<file path="src/rtl/tc0360pri_mixer.sv">
// Per-pixel priority mixer: resolves sprite and two tilemap layers against
// CPU-programmed 4-bit priorities and emits a palette index two pixel ticks later.
module tc0360pri_mixer #(
  parameter logic [13:0] BG_DEFAULT = 14'h0000
) (
  input  logic        clk,
  input  logic        reset,
  input  logic        ce_pixel,
  input  logic        CS,
  input  logic [3:0]  MA,
  input  logic        RWn,
  input  logic        DSn,
  input  logic [7:0]  MDin,
  output logic [7:0]  MDout,
  output logic        DTACKn,
  input  logic        HBLANKn,
  input  logic        VBLANKn,
  input  logic [15:0] OBJ,
  input  logic [15:0] SCA,
  input  logic [15:0] SCB,
  output logic [13:0] IM,
  output logic        OHBLANKn,
  output logic        OVBLANKn
);

  logic [7:0]  regs [16];
  logic        ack;
  logic        access;

  logic [15:0] pix [3];
  logic [3:0]  eff_pri [3];
  logic [3:0]  pri_addr;

  logic [13:0] s1_idx [3];
  logic [3:0]  s1_pri [3];
  logic        s1_force;
  logic [13:0] s1_bg;
  logic        s1_hb;
  logic        s1_vb;

  logic [13:0] win_idx;
  logic [3:0]  best_pri;

  // One access per strobe: ack blocks repeats until CS is released.
  assign access = CS & ~DSn & ~ack;
  assign DTACKn = ~(CS & ack);

  assign pix[0] = OBJ;
  assign pix[1] = SCA;
  assign pix[2] = SCB;

  // NOTE: the register file is a small flop array (not RAM), so it takes the async reset.
  always_ff @(posedge clk or posedge reset) begin
    if (reset) begin
      for (int i = 0; i < 16; i++) regs[i] <= 8'h00;
      regs[1] <= BG_DEFAULT[7:0];
      regs[2] <= {2'b00, BG_DEFAULT[13:8]};
      ack     <= 1'b0;
      MDout   <= 8'h00;
    end else begin
      // NOTE: sequential state uses non-blocking assignments so every flop samples pre-edge values.
      ack <= CS & (ack | ~DSn);
      if (access) begin
        if (!RWn) regs[MA] <= MDin;
        else      MDout    <= regs[MA];
      end
    end
  end

  // Priority nibble lookup for each layer's group; transparent pixels get priority 0.
  always_comb begin
    // NOTE: every always_comb output gets a default first so no latch is inferred.
    pri_addr = 4'h0;
    for (int l = 0; l < 3; l++) begin
      pri_addr   = 4'(4 + 2 * l) + {3'b000, pix[l][15]};
      eff_pri[l] = pix[l][14] ? regs[pri_addr][7:4] : regs[pri_addr][3:0];
      if (pix[l][3:0] == 4'h0) eff_pri[l] = 4'h0;
    end
  end

  // Strict greater-than keeps the lowest layer number on ties.
  always_comb begin
    win_idx  = s1_bg;
    best_pri = 4'h0;
    for (int l = 0; l < 3; l++) begin
      if (s1_pri[l] > best_pri) begin
        best_pri = s1_pri[l];
        win_idx  = s1_idx[l];
      end
    end
    if (s1_force) win_idx = s1_bg;
  end

  always_ff @(posedge clk or posedge reset) begin
    if (reset) begin
      for (int l = 0; l < 3; l++) begin
        s1_idx[l] <= 14'h0000;
        s1_pri[l] <= 4'h0;
      end
      s1_force <= 1'b0;
      s1_bg    <= 14'h0000;
      s1_hb    <= 1'b0;
      s1_vb    <= 1'b0;
      IM       <= 14'h0000;
      OHBLANKn <= 1'b0;
      OVBLANKn <= 1'b0;
    end else if (ce_pixel) begin
      for (int l = 0; l < 3; l++) begin
        s1_idx[l] <= pix[l][13:0];
        s1_pri[l] <= eff_pri[l];
      end
      s1_force <= regs[0][0];
      s1_bg    <= {regs[2][5:0], regs[1]};
      s1_hb    <= HBLANKn;
      s1_vb    <= VBLANKn;
      IM       <= win_idx;
      OHBLANKn <= s1_hb;
      OVBLANKn <= s1_vb;
    end
  end

endmodule

</file>
<file path="config.mk">
export PLATFORM = sky130hd
export DESIGN_NAME = tc0360pri_mixer
export DESIGN_NICKNAME = d
export VERILOG_FILES = /design/src/rtl/tc0360pri_mixer.sv
export SDC_FILE = /design/constraint.sdc
export NUM_CORES = 1
export LEC_CHECK = 0
export BUFFER_PORTS_ARGS = -buffer_cell sky130_fd_sc_hd__clkbuf_2
export CAP_MARGIN = 10
export CORE_ASPECT_RATIO = 0.5
export CORE_MARGIN = 2
export CORE_UTILIZATION = 45
export DETAILED_ROUTE_END_ITERATION = 10
export GPL_TIMING_DRIVEN = 0
export PLACE_DENSITY = 0.6
export SYNTH_ARGS = -nofsm -noshare
export SYNTH_HDL_FRONTEND = slang
export SYNTH_SLANG_ARGS = --single-unit
export TNS_END_PERCENT = 100
</file>
<file path="constraint.sdc">
create_clock -name clk -period 11.6 [get_ports clk]
set_input_delay 0.58 -clock clk [delete_from_list [all_inputs] [get_ports clk]]
set_output_delay 0.58 -clock clk [all_outputs]
set_load 0.01 [all_outputs]
</file>
# Word level (Yosys, flattened, before mapping)
# Index checks and enable logic that the tools add are counted.
[classes]
add_sub_neg = 3
n_mul = 0
n_div = 0
order_cmp = 8
n_eq_ne = 0
shifts = 0
n_mux = 27
bitwise = 13
reduce_logical = 6
[op_table]
columns = ["op", "n"]
rows = [
  ["$bmux W8 S4", 4],
  ["$bwmux W128", 1],
  ["$mux W8", 9],
  ["$mux W14", 4],
  ["$demux W8 S4", 1],
  ["$mux W4", 8],
  ["$ge A5 B5 Y1 const B", 4],
  ["$not A4 Y5", 4],
  ["$logic_not A4 Y1", 3],
  ["$add A3 B1 Y4 const A", 2],
  ["$gt A4 B4 Y1", 2],
  ["$lt A5 B1 Y1 const B", 1],
  ["$add A4 B1 Y4 const A", 1],
  ["$and A1 B1 Y1", 4],
  ["$gt A4 B1 Y1 const B", 1],
  ["$not A1 Y1", 4],
  ["$reduce_and A2 Y1", 2],
  ["$logic_and A1 B1 Y1", 1],
  ["$or A1 B1 Y1", 1],
]
[totals]
ff_bits = 224
latch_bits = 0
mem_bits_rw = 0
romBits = 0
in_bits = 68
output_inout_bits = 25
word_cells = 88
memories = 0

# Depth between registers and ports, before layout
[logic_depth]
ltp_word = 7
depth_mapped = 15
ltp_nobuf = 13

# Least setup slack after synthesis
# No wires, ideal clock.
[synth_path]
path_type = "register to register"
start = "register s1_pri[9] (netlist bit)"
end = "register IM[10]"
setup_ns = 0.128
arrival_time_ns = 3.137
required_time_ns = 11.472
path_slack_ns = 8.335
stages_incl_launch_ff = 15
path_buffers = 2
synth_period_minus_slack_ns = 3.265
cell_sequence = "dfrtp_1 -> inv_1 -> ha_1 -> nor2b_1 -> o211a_1 -> o21ai_1 -> clkbuf_1 -> a21oi_1 -> ha_1 -> a21oi_1 -> and3_1 -> or3_1 -> clkbuf_1 -> o31ai_1 -> a21oi_1"
[synth_via]
elab_chain_len = 7
elab_cells_between_ends = 9
classes_between = "order compare (3); mux (6)"
[synth_rtl]
columns = ["item", "line", "source"]
rows = [
  ["start: declaration", "35", "logic [3:0] s1_pri [3];"],
  ["start signal: indexed assignment", "110", "s1_pri[l] <= eff_pri[l];"],
  ["$gt A4 B1 Y1", "86", "if (s1_pri[l] > best_pri) begin"],
  ["$mux W4", "86", ""],
  ["$gt A4 B4 Y1", "86", ""],
  ["$mux W4", "86", ""],
  ["$gt A4 B4 Y1", "86", ""],
  ["$mux W14 (*)", "86", ""],
  ["$mux W14 (*)", "91", "if (s1_force) win_idx = s1_bg;"],
  ["end signal: assignment", "116", "IM <= win_idx;"],
  ["end: declaration", "21", "output logic [13:0] IM,"],
]
# Mark *: on every way between the ends. The rest lies on a longest branch, timed or not.
# A chain may end at the register's enable or synchronous reset.

# Final worst setup path
[layout_path]
start = "register s1_pri[9] (netlist bit)"
end = "register IM[5]"
# Same word-level chain as after synthesis.

==> metrics.txt <==
# TYPE chip_impl_metric gauge
chip_impl_info{name="run_status",value="finished, violations left"} 1
chip_impl_info{name="violations",value="DRC"} 1
chip_impl_info{name="grt_setup_unrepaired",value="no"} 1
chip_impl_metric{name="mappedNetlistNets",unit=""} 827
chip_impl_metric{name="effective_utilization_at_floorplan",unit="%"} 46.3
chip_impl_metric{name="setup_violations",unit=""} 0
chip_impl_info{name="cp_top_family",value="compound AO/OA/AOI/OAI gates"} 1
chip_impl_metric{name="clockBufferDepth",unit=""} 3
chip_impl_info{name="ys_dominant_reg_cell",value="dfrtp_1"} 1
chip_impl_metric{name="grt_pass1_vias",unit=""} 7013
chip_impl_metric{name="synth_cell_type_count",unit=""} 47
chip_impl_metric{name="drt-initial-drc-count",unit=""} 450
chip_impl_metric{name="place.detailed.hpwl",unit="mm"} 18.8
chip_impl_metric{name="worst-r2r-setup-slack",unit="ns"} 7.61
chip_impl_metric{name="clk_latency",unit="ns"} 0.51
chip_impl_metric{name="grt_antenna_before_repair",unit=""} 1
chip_impl_metric{name="p_per_area",unit="nW/µm²"} 175
chip_impl_info{name="critical_path.cell_chain",value="inv_1 -> ha_1 -> nor2b_1 -> o211a_1 -> o21ai_1 -> clkbuf_1 -> a21oi_1 -> ha_1 -> a21oi_1 -> and3_1 -> or3_1 -> clkbuf_1 -> o31ai_1 -> a21oi_1"} 1
chip_impl_metric{name="timing.critical_path.slowest_cell_delay",unit="ns"} 0.45
chip_impl_metric{name="postCtsHoldBufs",unit=""} 0
chip_impl_metric{name="final_net_count",unit=""} 940
chip_impl_metric{name="worst-path-stages",unit=""} 14
chip_impl_metric{name="cts_buffers",unit=""} 22
chip_impl_metric{name="overall_die_height",unit="µm"} 113
chip_impl_metric{name="synth-seq-area-share",unit="%"} 52.5
chip_impl_metric{name="drive_above_1_share",unit="%"} 44.1
chip_impl_metric{name="h-tree-depth",unit=""} 1
chip_impl_info{name="r2r-start",value="s1_pri[9]"} 1
chip_impl_info{name="timing.critical_path.to",value="IM[5]"} 1
chip_impl_metric{name="synth.yosys.warnings",unit=""} 0
chip_impl_metric{name="core_region_area",unit="µm²"} 23000
chip_impl_metric{name="worst-endpoint-required",unit="ns"} 11.98
chip_impl_info{name="netlist_top_cells_count",value="dfrtp_1, mux2_2, mux4_2"} 1
chip_impl_metric{name="max_clock_freq",unit="MHz"} 251
chip_impl_metric{name="fin_worst_hold_slack",unit="ns"} 0.237
chip_impl_metric{name="drcViolationCount",unit=""} 16
chip_impl_metric{name="wl_per_cell",unit="µm"} 23.0
chip_impl_metric{name="routed-via-count",unit=""} 6734
chip_impl_metric{name="cts.clk_slew.worst_paths",unit="ns"} 0.07
chip_impl_metric{name="io_buffers",unit=""} 88
chip_impl_metric{name="drtAntennaViolNets",unit=""} 0
chip_impl_metric{name="async_reset_ff_share",unit="%"} 100
chip_impl_metric{name="ys_seq_elements",unit=""} 224
chip_impl_metric{name="place_congestion",unit=""} 0.785
chip_impl_metric{name="period_needed",unit="ns"} 3.99
chip_impl_metric{name="max_cap_viol_count",unit=""} 0
chip_impl_info{name="slowest_library_cell_on_the_worst_path",value="or3_1"} 1
chip_impl_info{name="crit_path_frequent_cell",value="a21oi_1"} 1
chip_impl_info{name="r2r-end",value="IM[5]"} 1
chip_impl_info{name="hold_path.class",value="in -> async"} 1
chip_impl_metric{name="die-area",unit="µm²"} 25000
chip_impl_metric{name="pin_count_of_the_biggest_net_entering_global_routing",unit=""} 120
chip_impl_metric{name="die_width",unit="µm"} 222
chip_impl_metric{name="timing.reg2reg.worst_path_depth",unit=""} 14
chip_impl_info{name="netlist_top_cells_area",value="dfrtp_1, mux2_2, mux4_2"} 1
chip_impl_metric{name="cp.buffers_inverters",unit=""} 3
chip_impl_metric{name="fin_worst_skew",unit="ns"} 0.0152
chip_impl_metric{name="hold_violations",unit=""} 0
chip_impl_metric{name="grt_use_total",unit="%"} 22.3
chip_impl_metric{name="synth_enable_flop_cells",unit=""} 0
chip_impl_metric{name="finalCritPeriodShare",unit="%"} 34.4
chip_impl_metric{name="slew_headroom",unit="%"} 36.4
chip_impl_metric{name="average_via_count_per_standard_cell",unit=""} 5.68
chip_impl_info{name="crit_start",value="s1_pri[9]"} 1
chip_impl_metric{name="dpl_cell_area",unit="µm²"} 11500
chip_impl_info{name="yosysMostFrequentCell",value="dfrtp_1"} 1
chip_impl_info{name="setup.worst_path.class",value="reg -> reg"} 1
chip_impl_info{name="root_buffer",value="clkbuf_16"} 1
chip_impl_metric{name="gr-total-overflow",unit=""} 0
chip_impl_metric{name="critical_path_arrival",unit="ns"} 4.37
chip_impl_metric{name="finalSetupTns",unit="ns"} 0
chip_impl_metric{name="synthToLayoutAreaGrowth",unit="%"} 14.6
chip_impl_metric{name="post_cts.repair.setup_buffers",unit=""} 0
chip_impl_metric{name="worstPathMaxFanout",unit=""} 10
chip_impl_metric{name="cellLeakagePower",unit="µW"} 0.00578
chip_impl_metric{name="synthesis.area_per_instance",unit="µm²"} 14.2
chip_impl_metric{name="max_slew.worst_pin.slew",unit="ns"} 0.941
chip_impl_info{name="setup.worst_path.start_class",value="flop"} 1
chip_impl_metric{name="drt_wl_total",unit="mm"} 27.3
chip_impl_metric{name="synth_cells",unit=""} 751
chip_impl_info{name="cts_tree",value="yes"} 1
chip_impl_metric{name="ir_worst_vdd",unit="V"} 0.000117
chip_impl_info{name="cell_type_with_the_largest_total_area_after_synthesis",value="dfrtp_1"} 1
chip_impl_metric{name="finish.instance_area",unit="µm²"} 12200
chip_impl_metric{name="cts.sinks",unit=""} 224
chip_impl_metric{name="drt_first_pass_iters",unit=""} 7
chip_impl_metric{name="synth_top_cell_area_share",unit="%"} 52.5
chip_impl_metric{name="cts.repair.resized",unit=""} 0
chip_impl_metric{name="final_max_slew_viol_count",unit=""} 0
chip_impl_metric{name="grt_pass1_wl",unit="mm"} 42.4
chip_impl_info{name="worstSetupEndpointType",value="flop"} 1
chip_impl_metric{name="io_pins",unit=""} 93
chip_impl_metric{name="rows",unit=""} 39
chip_impl_metric{name="cell_area_synth",unit="µm²"} 10700
power by group:
group	internal (µW)	switching, µW	leakage (µW)	total [µW]
combinational	232	255	0.00250	487
clock	402	300	0.000347	702
sequential	882	67.9	0.00293	950
total	1520	624	0.00578	2140
cells in the final DEF, fill, tap and decap left out, drive strengths merged, types with 2 or more instances in the layout:
master / Yosys / final
mux2i: 21 / 21
dfrtp: 224 / 224
a21o: 14 / 14
o22ai: 13 / 13
nand3: 5 / 5
a221o: 8 / 8
a21oi: 19 / 19
o31ai: 13 / 13
nand2: 15 / 15
inv: 28 / 28
ha: 8 / 8
buf: 18 / 19
clkbuf: 25 / 143
and3: 2 / 2
nor3: 10 / 10
nor2b: 16 / 16
o21ai: 3 / 3
nor2: 23 / 23
mux4: 44 / 44
o41ai: 3 / 3
mux2: 210 / 210
nand2b: 15 / 15
clkinv: 0 / 6
metal layers:
metal | track usage [%] | vias to the layer above | wire (µm)
met3 | 3.06 | 37 | 1320
met4 | 6.04 | 0 | 538
li1 | - | 3014 | -
met5 | 0 | - | 0
met1 | 32.1 | 3545 | 12800
met2 | 35.9 | 138 | 12600
cell families (layout without fill, tap and decap cells):
logic type | after synthesis | after routing | synth area share [%]
mux | 275 | 275 | 33.7
compound gates | 79 | 79 | 5.15
fa+ha+maj | 8 | 8 | 0.938
buf+inv | 71 | 197 | 2.86
simple gates | 94 | 94 | 4.83
other cells | 0 | 1 | 0
flops | 224 | 224 | 52.5
state kept, by name (all words and copies together) (netlist names):
name      cells
IM           14
regs        128
s1_hb         1
s1_idx       42
OHBLANKn      1
ack           1
MDout         8
s1_pri       12
s1_bg        14
OVBLANKn      1
s1_vb         1
s1_force      1
cell type report:
type                    instances  area [µm²]
inverters                      28         113
plain buffers                  43         200
diodes                          1        2.50
repair buffers                 89         468
fillers                      1952       10800
well taps                     307         384
multi-input cells             456        4760
clock buffers                  30         632
flip-flops and latches        224        5610
clock inverters                 7        60.1
metrics by stage:
| step | utilization [%] | power [µW] | setup WS [ns] | std cells |
|---|---|---|---|---|
| finish | 53.1 | 2140 | 7.61 | 1185 |
| global route | 53.1 | 2240 | 7.32 | 1184 |
| floorplan | - | 1290 | 4.89 | 751 |
| CTS | 53.1 | 2160 | 7.61 | 1184 |
| global placement | 49.9 | 1440 | 2.44 | 1146 |
| detailed placement | 50.0 | 1450 | 7.64 | 1147 |
worst min-delay path by stage:
stage          startpoint         end  slack (ns)  cells past startpoint
3_3_place_gp        s1_hb    OHBLANKn        0.48                      1
6_report            reset   regs[127]        0.24                      2
4_1_cts             reset    regs[99]        0.28                      2
5_1_grt            OBJ[9]  s1_idx[37]        0.30                      2
3_5_place_dp        s1_hb    OHBLANKn        0.49                      1
2_1_floorplan    regs[16]    regs[16]        0.47                      1
No activity file was read; power rests on OpenSTA's default activity.
